--- src/rtl/led_blink_sequencer.sv ---
// Burst LED sequencer: N ON/OFF pulses followed by a GAP, then a one-cycle done.
// Optional abort input is enabled by defining LED_SEQ_ABORT_EN.
module led_blink_sequencer #(
   parameter int TICK_DIV  = 5000,
   parameter int ON_TICKS  = 4,
   parameter int OFF_TICKS = 4,
   parameter int GAP_TICKS = 16,
   parameter int CNT_W     = 4
) (
   input  logic             CLOCK_50,
   input  logic             reset,
   input  logic             cmd_valid,
   input  logic [CNT_W-1:0] cmd_count,
`ifdef LED_SEQ_ABORT_EN
   input  logic             abort,
`endif
   output logic             cmd_ready,
   output logic             busy,
   output logic             done,
   output logic             LED,
   output logic [1:0]       dbg_state_o
);

   localparam logic [1:0] S_IDLE = 2'd0;
   localparam logic [1:0] S_ON   = 2'd1;
   localparam logic [1:0] S_OFF  = 2'd2;
   localparam logic [1:0] S_GAP  = 2'd3;

   localparam int MAX_OG    = (ON_TICKS > OFF_TICKS) ? ON_TICKS : OFF_TICKS;
   localparam int MAX_TICKS = (MAX_OG > GAP_TICKS) ? MAX_OG : GAP_TICKS;
   localparam int TMR_W     = $clog2(MAX_TICKS + 1);
   localparam int PRE_W     = (TICK_DIV > 1) ? $clog2(TICK_DIV) : 1;

   localparam logic [PRE_W-1:0] PRE_LAST = PRE_W'(TICK_DIV - 1);
   localparam logic [TMR_W-1:0] ON_LAST  = TMR_W'(ON_TICKS - 1);
   localparam logic [TMR_W-1:0] OFF_LAST = TMR_W'(OFF_TICKS - 1);
   localparam logic [TMR_W-1:0] GAP_LAST = TMR_W'(GAP_TICKS - 1);

   logic [1:0]       state_q, state_d;
   logic             led_q, led_d;
   logic             done_q, done_d;
   logic [CNT_W-1:0] rem_q, rem_d;
   logic [PRE_W-1:0] presc_q, presc_d;
   logic [TMR_W-1:0] tmr_q, tmr_d;

   logic             tick;
   logic             phase_end;
   logic             abort_req;
   logic [TMR_W-1:0] phase_last;

`ifdef LED_SEQ_ABORT_EN
   assign abort_req = abort;
`else
   assign abort_req = 1'b0;
`endif

   assign busy        = (state_q != S_IDLE);
   assign cmd_ready   = (state_q == S_IDLE);
   assign done        = done_q;
   assign LED         = led_q;
   assign dbg_state_o = state_q;

   assign tick = busy && (presc_q == PRE_LAST);

   always_comb begin
      phase_last = GAP_LAST;
      case (state_q)
         S_ON:    phase_last = ON_LAST;
         S_OFF:   phase_last = OFF_LAST;
         default: phase_last = GAP_LAST;
      endcase
   end

   // Timer counts completed ticks within the phase; the phase ends on its last tick edge.
   assign phase_end = tick && (tmr_q == phase_last);

   always_comb begin
      state_d = state_q;
      led_d   = led_q;
      done_d  = 1'b0;
      rem_d   = rem_q;
      presc_d = presc_q;
      tmr_d   = tmr_q;

      if (busy) begin
         if (tick) begin
            presc_d = '0;
            tmr_d   = tmr_q + 1'b1;
         end else begin
            presc_d = presc_q + 1'b1;
         end
      end

      case (state_q)
         S_IDLE: begin
            if (cmd_valid) begin
               presc_d = '0;
               tmr_d   = '0;
               if (cmd_count == '0) begin
                  done_d = 1'b1;
               end else begin
                  state_d = S_ON;
                  led_d   = 1'b1;
                  rem_d   = cmd_count;
               end
            end
         end
         S_ON: begin
            if (phase_end) begin
               state_d = S_OFF;
               led_d   = 1'b0;
               rem_d   = rem_q - 1'b1;
               tmr_d   = '0;
            end
         end
         S_OFF: begin
            if (phase_end) begin
               tmr_d = '0;
               if (rem_q != '0) begin
                  state_d = S_ON;
                  led_d   = 1'b1;
               end else begin
                  state_d = S_GAP;
               end
            end
         end
         S_GAP: begin
            if (phase_end) begin
               state_d = S_IDLE;
               done_d  = 1'b1;
               tmr_d   = '0;
            end
         end
         default: begin
            state_d = S_IDLE;
            led_d   = 1'b0;
         end
      endcase

      // Abort overrides any phase advance decided above.
      if (abort_req && busy) begin
         state_d = S_IDLE;
         led_d   = 1'b0;
         done_d  = 1'b1;
         rem_d   = '0;
         presc_d = '0;
         tmr_d   = '0;
      end
   end

   always_ff @(posedge CLOCK_50 or posedge reset) begin
      if (reset) begin
         state_q <= S_IDLE;
         led_q   <= 1'b0;
         done_q  <= 1'b0;
         rem_q   <= '0;
         presc_q <= '0;
         tmr_q   <= '0;
      end else begin
         state_q <= state_d;
         led_q   <= led_d;
         done_q  <= done_d;
         rem_q   <= rem_d;
         presc_q <= presc_d;
         tmr_q   <= tmr_d;
      end
   end

endmodule

--- config.mk ---
export PLATFORM = sky130hd
export DESIGN_NAME = led_blink_sequencer
export DESIGN_NICKNAME = d
export VERILOG_FILES = /design/src/rtl/led_blink_sequencer.sv
export SDC_FILE = /design/constraint.sdc
export NUM_CORES = 1
export LEC_CHECK = 0
export BUFFER_PORTS_ARGS = -buffer_cell sky130_fd_sc_hd__buf_2
export CORE_ASPECT_RATIO = 0.9
export CORE_MARGIN = 4
export CORE_UTILIZATION = 55
export CTS_CLUSTER_DIAMETER = 150
export DETAILED_ROUTE_END_ITERATION = 16
export GPL_ROUTABILITY_DRIVEN = 0
export PLACE_DENSITY = 0.74
export SLEW_MARGIN = 20
export SYNTH_ARGS = -nofsm -noshare
export SYNTH_HDL_FRONTEND = slang
export SYNTH_SLANG_ARGS = --single-unit
--- constraint.sdc ---
create_clock -name CLOCK_50 -period 3.7 [get_ports CLOCK_50]
set_input_delay 0.185 -clock CLOCK_50 [delete_from_list [all_inputs] [get_ports CLOCK_50]]
set_output_delay 0.185 -clock CLOCK_50 [all_outputs]
set_load 0.005 [all_outputs]
==> out/metrics.cfg, run 1 <==
[flow_run]
drv.max_cap_violation_count=0

[floorplan]
die_h_um=57.4
fp-row-count=17
floorplan.initialDensity_pct=59.4
boundaryPins=13
die_width_um=62.9
core_area_um2=2510
design.die.area_um2=3610

[logic_synthesis]
main_combinational_cell_family_by_area_after_synthesis=simple AND/OR/NAND/NOR gates
synth_fa_ha_area_share_pct=6.72
compound_gate_fraction_of_synth_area_pct=11.9
synthXorXnorAreaFrac_pct=7.64
syn_avg_cell_area_um2=9.43
synth-edff-count=0
share_of_synthesized_area_occupied_by_flip_flops_and_latches_pct=43.7
synth.yosys.warnings=0
synth_flop_cell=sky130_fd_sc_hd__dfrtp_1
synthCells=158
synth_simple_gate_area_share_pct=24.6
yosys_register_bits=26
syn_area_um2=1490
mappedNetlistNets=173
yosys.cell_types.count=43
multiplexer_share_of_the_synthesized_area_pct=2.02
fraction_of_registers_with_async_set_or_reset_after_synthesis_pct=100

[placement]
post_placement_worst_setup_slack_ps=862
place_area_um2=1570
cell_count_post_placement=194
dp_hpwl_mm=2.19
port_buffers=12

[layout]
area_growth_syn_to_layout_pct=8.73
num_antenna_cells=0
layout.cells.most_common_list=sky130_fd_sc_hd__dfrtp_1, sky130_fd_sc_hd__nor2_1, sky130_fd_sc_hd__nand2_1
nNetsFinal=186
final-instance-count-excl-fill=198
layout_commonest_cell=sky130_fd_sc_hd__dfrtp_1
filler_cells_inserted=224
final_design_area_no_fill_um2=1620
drive_gt1_share_pct=11.2

[setup_path]
worst-r2r-setup-slack_ps=830
timing.critical_path.slowest_cell_delay_ps=790
cp_top_family=simple AND/OR/NAND/NOR gates
timing_worst_setup_path_type=reg -> reg
critical_path.max_fanout=13
cp.required_ps=3960
worst_path_max_delay_cell=sky130_fd_sc_hd__or4_1
regToRegStartpoint=dbg_state_o[0]
startpoint_type=flop
worst_ep_arrival_time_ps=3130
timing.critical_path.buf_inv=1
worstReg2RegEnd=LED
cell_chain_of_the_critical_path=inv_1 > ha_1 > and3b_1 > nand4_1 > or4_1 > a211oi_2 > a2bb2oi_1
r2r_cells=7
end_kind=flop

[clock_network]
post_cts_resize_count=0
cts.root.buffer_cell=sky130_fd_sc_hd__clkbuf_4
clock_sink_count=26
post_cts_buffers=0
insertion_delay_of_the_later_clocked_pin_in_the_worst_skew_pair_ps=320
htree_levels=1
numCtsBuffers=3
cts_tree=yes
max-clock-path-buffers=2
path_clk_slew_ps=140
cts_hold_repair.buffers=0

[routing]
pre_repair_dr_iteration_count=4
overall_routed_net_length_mm=2.90
route.vias.total=1210
remaining_drc_errors=0
drtAntennaViolNets=0
detail_route.wl_per_cell_um=14.7
detail_route.iter0.violations=93
vias_per_cell=6.11

[sta]
finalWorstPathRequiredPeriod_ps=2870
worst_clock_skew_ps=3.28
setup_viol=0
setup_slack_ps=832
min_period_over_period_pct=77.5
worst_slew_pin_slew_ps=963
timing_hold_violations_final=0
fmaxAchievable_ghz=0.349
rsz0062_at_grt=no
worst_slew_margin_rel_pct=35.7
tns_ps=0
maxSlewViolCount=0

[grt]
via_count_of_the_first_global_routing_pass=1101
largest_net_degree_at_the_start_of_global_routing=27
grt_util_all_layers_pct=17.4
globalRoute.totalOverflow=0
antenna_found_initial=0
first_pass_grt_wire_length_mm=5.06

[power]
power_density_nw_per_um2=302
worst_ir_drop_vdd_mv=0.219
cellLeakagePower_nw=0.725
post-layout-total-power_w=0.000489

[run_status]
status=finished clean

[worst_hold_path]
timing.hold.worst.class=in -> async

[flip-flops by register name (all words and copies together), names as in the netlist]
| signal | flops |
|---|---|
| presc_q | 13 |
| dbg_state_o | 2 |
| done | 1 |
| tmr_q | 5 |
| LED | 1 |
| rem_q | 4 |
[Yosys cell counts, types with 2 or more instances]
master	number	area [um^2]
sky130_fd_sc_hd__nor2_1	21	78.8
sky130_fd_sc_hd__nor4_1	2	12.5
sky130_fd_sc_hd__xnor2_1	7	61.3
sky130_fd_sc_hd__buf_2	2	10.0
sky130_fd_sc_hd__a211oi_1	2	15.0
sky130_fd_sc_hd__nand4_1	3	18.8
sky130_fd_sc_hd__dfrtp_1	26	651
sky130_fd_sc_hd__nand3_1	6	30.0
sky130_fd_sc_hd__inv_1	8	30.0
sky130_fd_sc_hd__ha_1	8	100
sky130_fd_sc_hd__nor3_1	5	25.0
sky130_fd_sc_hd__a21oi_1	5	25.0
sky130_fd_sc_hd__nand4b_1	2	17.5
sky130_fd_sc_hd__o211ai_1	2	15.0
sky130_fd_sc_hd__mux2i_1	3	30.0
sky130_fd_sc_hd__clkbuf_1	2	7.51
sky130_fd_sc_hd__nand2_1	17	63.8
sky130_fd_sc_hd__or3_1	3	18.8
sky130_fd_sc_hd__xor2_1	6	52.6
sky130_fd_sc_hd__o22ai_1	4	25.0
sky130_fd_sc_hd__o21ai_1	2	10.0
[routing by layer]
layer / track usage, % / vias up / routed length (um)
met2: 27.1 / 41 / 1270
met4: 2.20 / 0 / 14
met1: 24.3 / 580 / 1400
met3: 5.51 / 2 / 217
met5: 0 / - / 0
li1: - / 587 / -
[how the worst max path moves through the flow]
| stage | startpoint | to | slack, ps | cells after the start |
|---|---|---|---|---|
| 4_1_cts | dbg_state_o[0] | LED | 830 | 7 |
| 3_3_place_gp | dbg_state_o[0] | LED | 950 | 7 |
| 3_5_place_dp | dbg_state_o[0] | LED | 860 | 7 |
| 5_1_grt | dbg_state_o[0] | LED | 640 | 7 |
| 6_report | dbg_state_o[0] | LED | 830 | 7 |
| 2_1_floorplan | dbg_state_o[0] | LED | 1600 | 8 |
[where the power goes]
| part | total, W | internal [W] | switching [W] |
|---|---|---|---|
| logic | 0.0000108 | 0.00000283 | 0.00000797 |
| clock network | 0.000194 | 0.000110 | 0.0000842 |
| registers | 0.000284 | 0.000284 | 0 |
| total | 0.000489 | 0.000397 | 0.0000922 |
[worst register-to-register path, delay by kind of cell, from the launching register on]
kind                     cells  cell delay [ps]
adder cells (fa/ha/maj)      1              340
buffers and inverters        1               90
AND/OR/NAND/NOR              3             1490
flip-flops                   1              460
AO/OA/AOI/OAI                2              430
[layout make-up]
| type | instances | area (um^2) | area share [%] |
|---|---|---|---|
| flip-flops and latches | 26 | 651 | 40.2 |
| clock buffers | 3 | 22.5 | 1.39 |
| clock inverters | 1 | 30.0 | 1.85 |
| multi-input cells | 119 | 788 | 48.6 |
| well taps | 28 | 35.0 | 2.16 |
| repair buffers | 12 | 60.1 | 3.71 |
| inverters | 9 | 33.8 | 2.08 |
[stage by stage]
stage	hold slack [ps]	utilization [%]
4_1_cts	91.0	64.6
3_5_place_dp	462	62.5
5_1_grt	108	64.6
2_1_floorplan	225	-
6_report	53.8	64.6
3_3_place_gp	443	62.5
[kinds of logic (layout without fill, tap and decap cells)]
family / Yosys count / count (layout)
xor gates and xnor gates: 13 / 13
AOI/OAI and AO/OA: 25 / 25
and+or+nand+nor: 70 / 70
muxes: 3 / 3
buffers and inverters: 13 / 25
adders and majority gates: 8 / 8
DFF: 26 / 26
Note: power is estimated with default switching activity, not from simulation.
==> run 2: changes to the inputs <==
clock period = 2.7 ns   (was 3.7 ns; I/O delays follow)
==> out/metrics.cfg, run 2 (synthesized netlist as in run 1, its figures left out) <==
[floorplan]
die_width_um=62.9  ; unchanged
boundaryPins=13  ; unchanged
fp-row-count=17  ; unchanged
floorplan.initialDensity_pct=59.4  ; unchanged
design.die.area_um2=3610  ; unchanged
core_area_um2=2510  ; unchanged
die_h_um=57.4  ; unchanged

[placement]
port_buffers=12  ; unchanged
place_area_um2=1580  ; was 1570 um^2
dp_hpwl_mm=2.12  ; was 2.19 mm

[power]
post-layout-total-power_w=0.000562  ; was 0.000489 W
power_density_nw_per_um2=348  ; was 302 nW/um^2
cellLeakagePower_nw=0.721  ; was 0.725 nW
worst_ir_drop_vdd_mv=0.372  ; was 0.219 mV

[sta]
tns_ps=0  ; unchanged
finalWorstPathRequiredPeriod_ps=2280  ; was 2870 ps
hold_ws_ps=78.9  ; was 53.8 ps
worst_slew_pin_slew_ps=914  ; was 963 ps
worst_slew_margin_rel_pct=38.7  ; was 35.7%
worst_clock_skew_ps=3.20  ; was 3.28 ps
setup_viol=0  ; unchanged
maxSlewViolCount=0  ; unchanged
timing_hold_violations_final=0  ; unchanged
fmaxAchievable_ghz=0.438  ; was 0.349 GHz
rsz0062_at_grt=no  ; unchanged
min_period_over_period_pct=84.6  ; was 77.5%

[routing]
pre_repair_dr_iteration_count=4  ; unchanged
drtAntennaViolNets=0  ; unchanged
detail_route.iter0.violations=55  ; was 93
vias_per_cell=5.98  ; was 6.11
detail_route.wl_per_cell_um=14.1  ; was 14.7 um
overall_routed_net_length_mm=2.82  ; was 2.90 mm
remaining_drc_errors=0  ; unchanged
route.vias.total=1196  ; was 1210

[clock_network]
max-clock-path-buffers=2  ; unchanged
insertion_delay_of_the_later_clocked_pin_in_the_worst_skew_pair_ps=310  ; was 320 ps
post_cts_buffers=0  ; unchanged
post_cts_resize_count=0  ; unchanged
cts_tree=yes  ; unchanged
cts.root.buffer_cell=sky130_fd_sc_hd__clkbuf_4  ; unchanged
path_clk_slew_ps=130  ; was 140 ps
numCtsBuffers=3  ; unchanged
htree_levels=1  ; unchanged
clock_sink_count=26  ; unchanged

[layout]
filler_cells_inserted=226  ; was 224
number_of_flip_flops_under_the_largest_register_name=13  ; unchanged
multi_input_gate_area_um2=788  ; unchanged
nNetsFinal=189  ; was 186
num_antenna_cells=0  ; unchanged
final_design_area_no_fill_um2=1620  ; about the same
registers.top_by_ff_count=presc_q  ; unchanged
layout.cells.most_common_list=sky130_fd_sc_hd__dfrtp_1, sky130_fd_sc_hd__nor2_1, sky130_fd_sc_hd__nand2_1  ; unchanged
layout_commonest_cell=sky130_fd_sc_hd__dfrtp_1  ; unchanged
reg.largest.list=presc_q x13, tmr_q x5, rem_q x4  ; unchanged
drive_gt1_share_pct=11.6  ; was 11.2%
area_growth_syn_to_layout_pct=8.40  ; was 8.73%
seq_area_um2=651  ; unchanged

[run_status]
status=finished clean  ; unchanged

[grt]
largest_net_degree_at_the_start_of_global_routing=27  ; unchanged
globalRoute.totalOverflow=0  ; unchanged
antenna_found_initial=0  ; unchanged
via_count_of_the_first_global_routing_pass=1143  ; was 1101
grt_util_all_layers_pct=17.8  ; was 17.4%
first_pass_grt_wire_length_mm=5.22  ; was 5.06 mm

[setup_path]
timing_worst_setup_path_type=reg -> reg  ; unchanged
critical_path.max_fanout=8  ; was 13
cp.required_ps=2950  ; was 3960 ps
worst_ep_arrival_time_ps=2530  ; was 3130 ps
end_kind=flop  ; unchanged
startpoint_type=flop  ; unchanged

[flow_run]
drv.max_cap_violation_count=0  ; unchanged

[worst_hold_path]
timing.hold.worst.class=in -> reg  ; was in -> async

==> run 2: cell types whose count changed in the layout (fill, tap and decap cells not counted), sizes merged <==
cell	before	now
buf	12	14
bufinv	1	0
clkinv	0	1
dlygate4sd3	0	1
inv	9	8
==> run 2: final timing paths <==
| path | start | end | slack (ps) | cells past startpoint |
|---|---|---|---|---|
| min in group asynchronous | reset | dbg_state_o[1] | 460 | 3 |
| max in group asynchronous | reset | tmr_q[4] | 1820 | 3 |
| worst max-delay path | dbg_state_o[0] | LED | 420 | 7 |
| worst max register to register | dbg_state_o[0] | LED | 420 | 7 |
| worst min register to register | tmr_q[0] | tmr_q[0] | 540 | 1 |
| worst min-delay path | cmd_valid | presc_q[2] | 80 | 2 |
==> run 2: what timing repair did <==
item | in CTS | in global routing
endpoints found under the hold margin | 0 | 26
hold buffers | 0 | 1
setup endpoints to repair | 0 | 0
==> run 2: critical path, cell delays in order, from the launching register on <==
cell and delay, ps:
sky130_fd_sc_hd__dfrtp_1 460, sky130_fd_sc_hd__inv_1 90, sky130_fd_sc_hd__ha_1 220, sky130_fd_sc_hd__and3b_1 260, sky130_fd_sc_hd__nand4_1 110, sky130_fd_sc_hd__or4_1 660
sky130_fd_sc_hd__a211oi_2 260, sky130_fd_sc_hd__a2bb2oi_1 160
==> run 2: layout make-up <==
| class | instances | area share, % |
|---|---|---|
| clock buffer | 3 | 1.39 |
| timing repair buffer | 15 | 5.27 |
| multi-input combinational | 119 | 48.8 |
| sequential | 26 | 40.3 |
| tap | 28 | 2.17 |
| inverter | 9 | 2.09 |
==> run 2: routing by layer <==
metal	track usage (%)	part of all wire, %	vias to the layer above
li1	-	-	594
met2	26.5	42	32
met1	26.6	52	566
met5	0	0	-
met3	3.74	4.8	4
met4	3.77	0.74	0
==> run 2: power by group <==
part	leakage, nW	switching, W	total, W	internal, W
Clock	0.0138	0.000104	0.000156	0.0000522
Combinational	0.390	0.0000114	0.0000162	0.00000488
Sequential	0.318	0	0.000389	0.000389
Total	0.721	0.000115	0.000562	0.000446
==> run 2: stage by stage <==
| stage | worst slack [ps] | instances | utilization [%] |
|---|---|---|---|
| after floorplan | 603 | 158 | - |
| after global placement | 507 | 196 | 63.1 |
| after detailed placement | 420 | 196 | 63.1 |
| after CTS | 409 | 199 | 64.0 |
| after global routing | 212 | 200 | 64.4 |
| final | 416 | 200 | 64.4 |
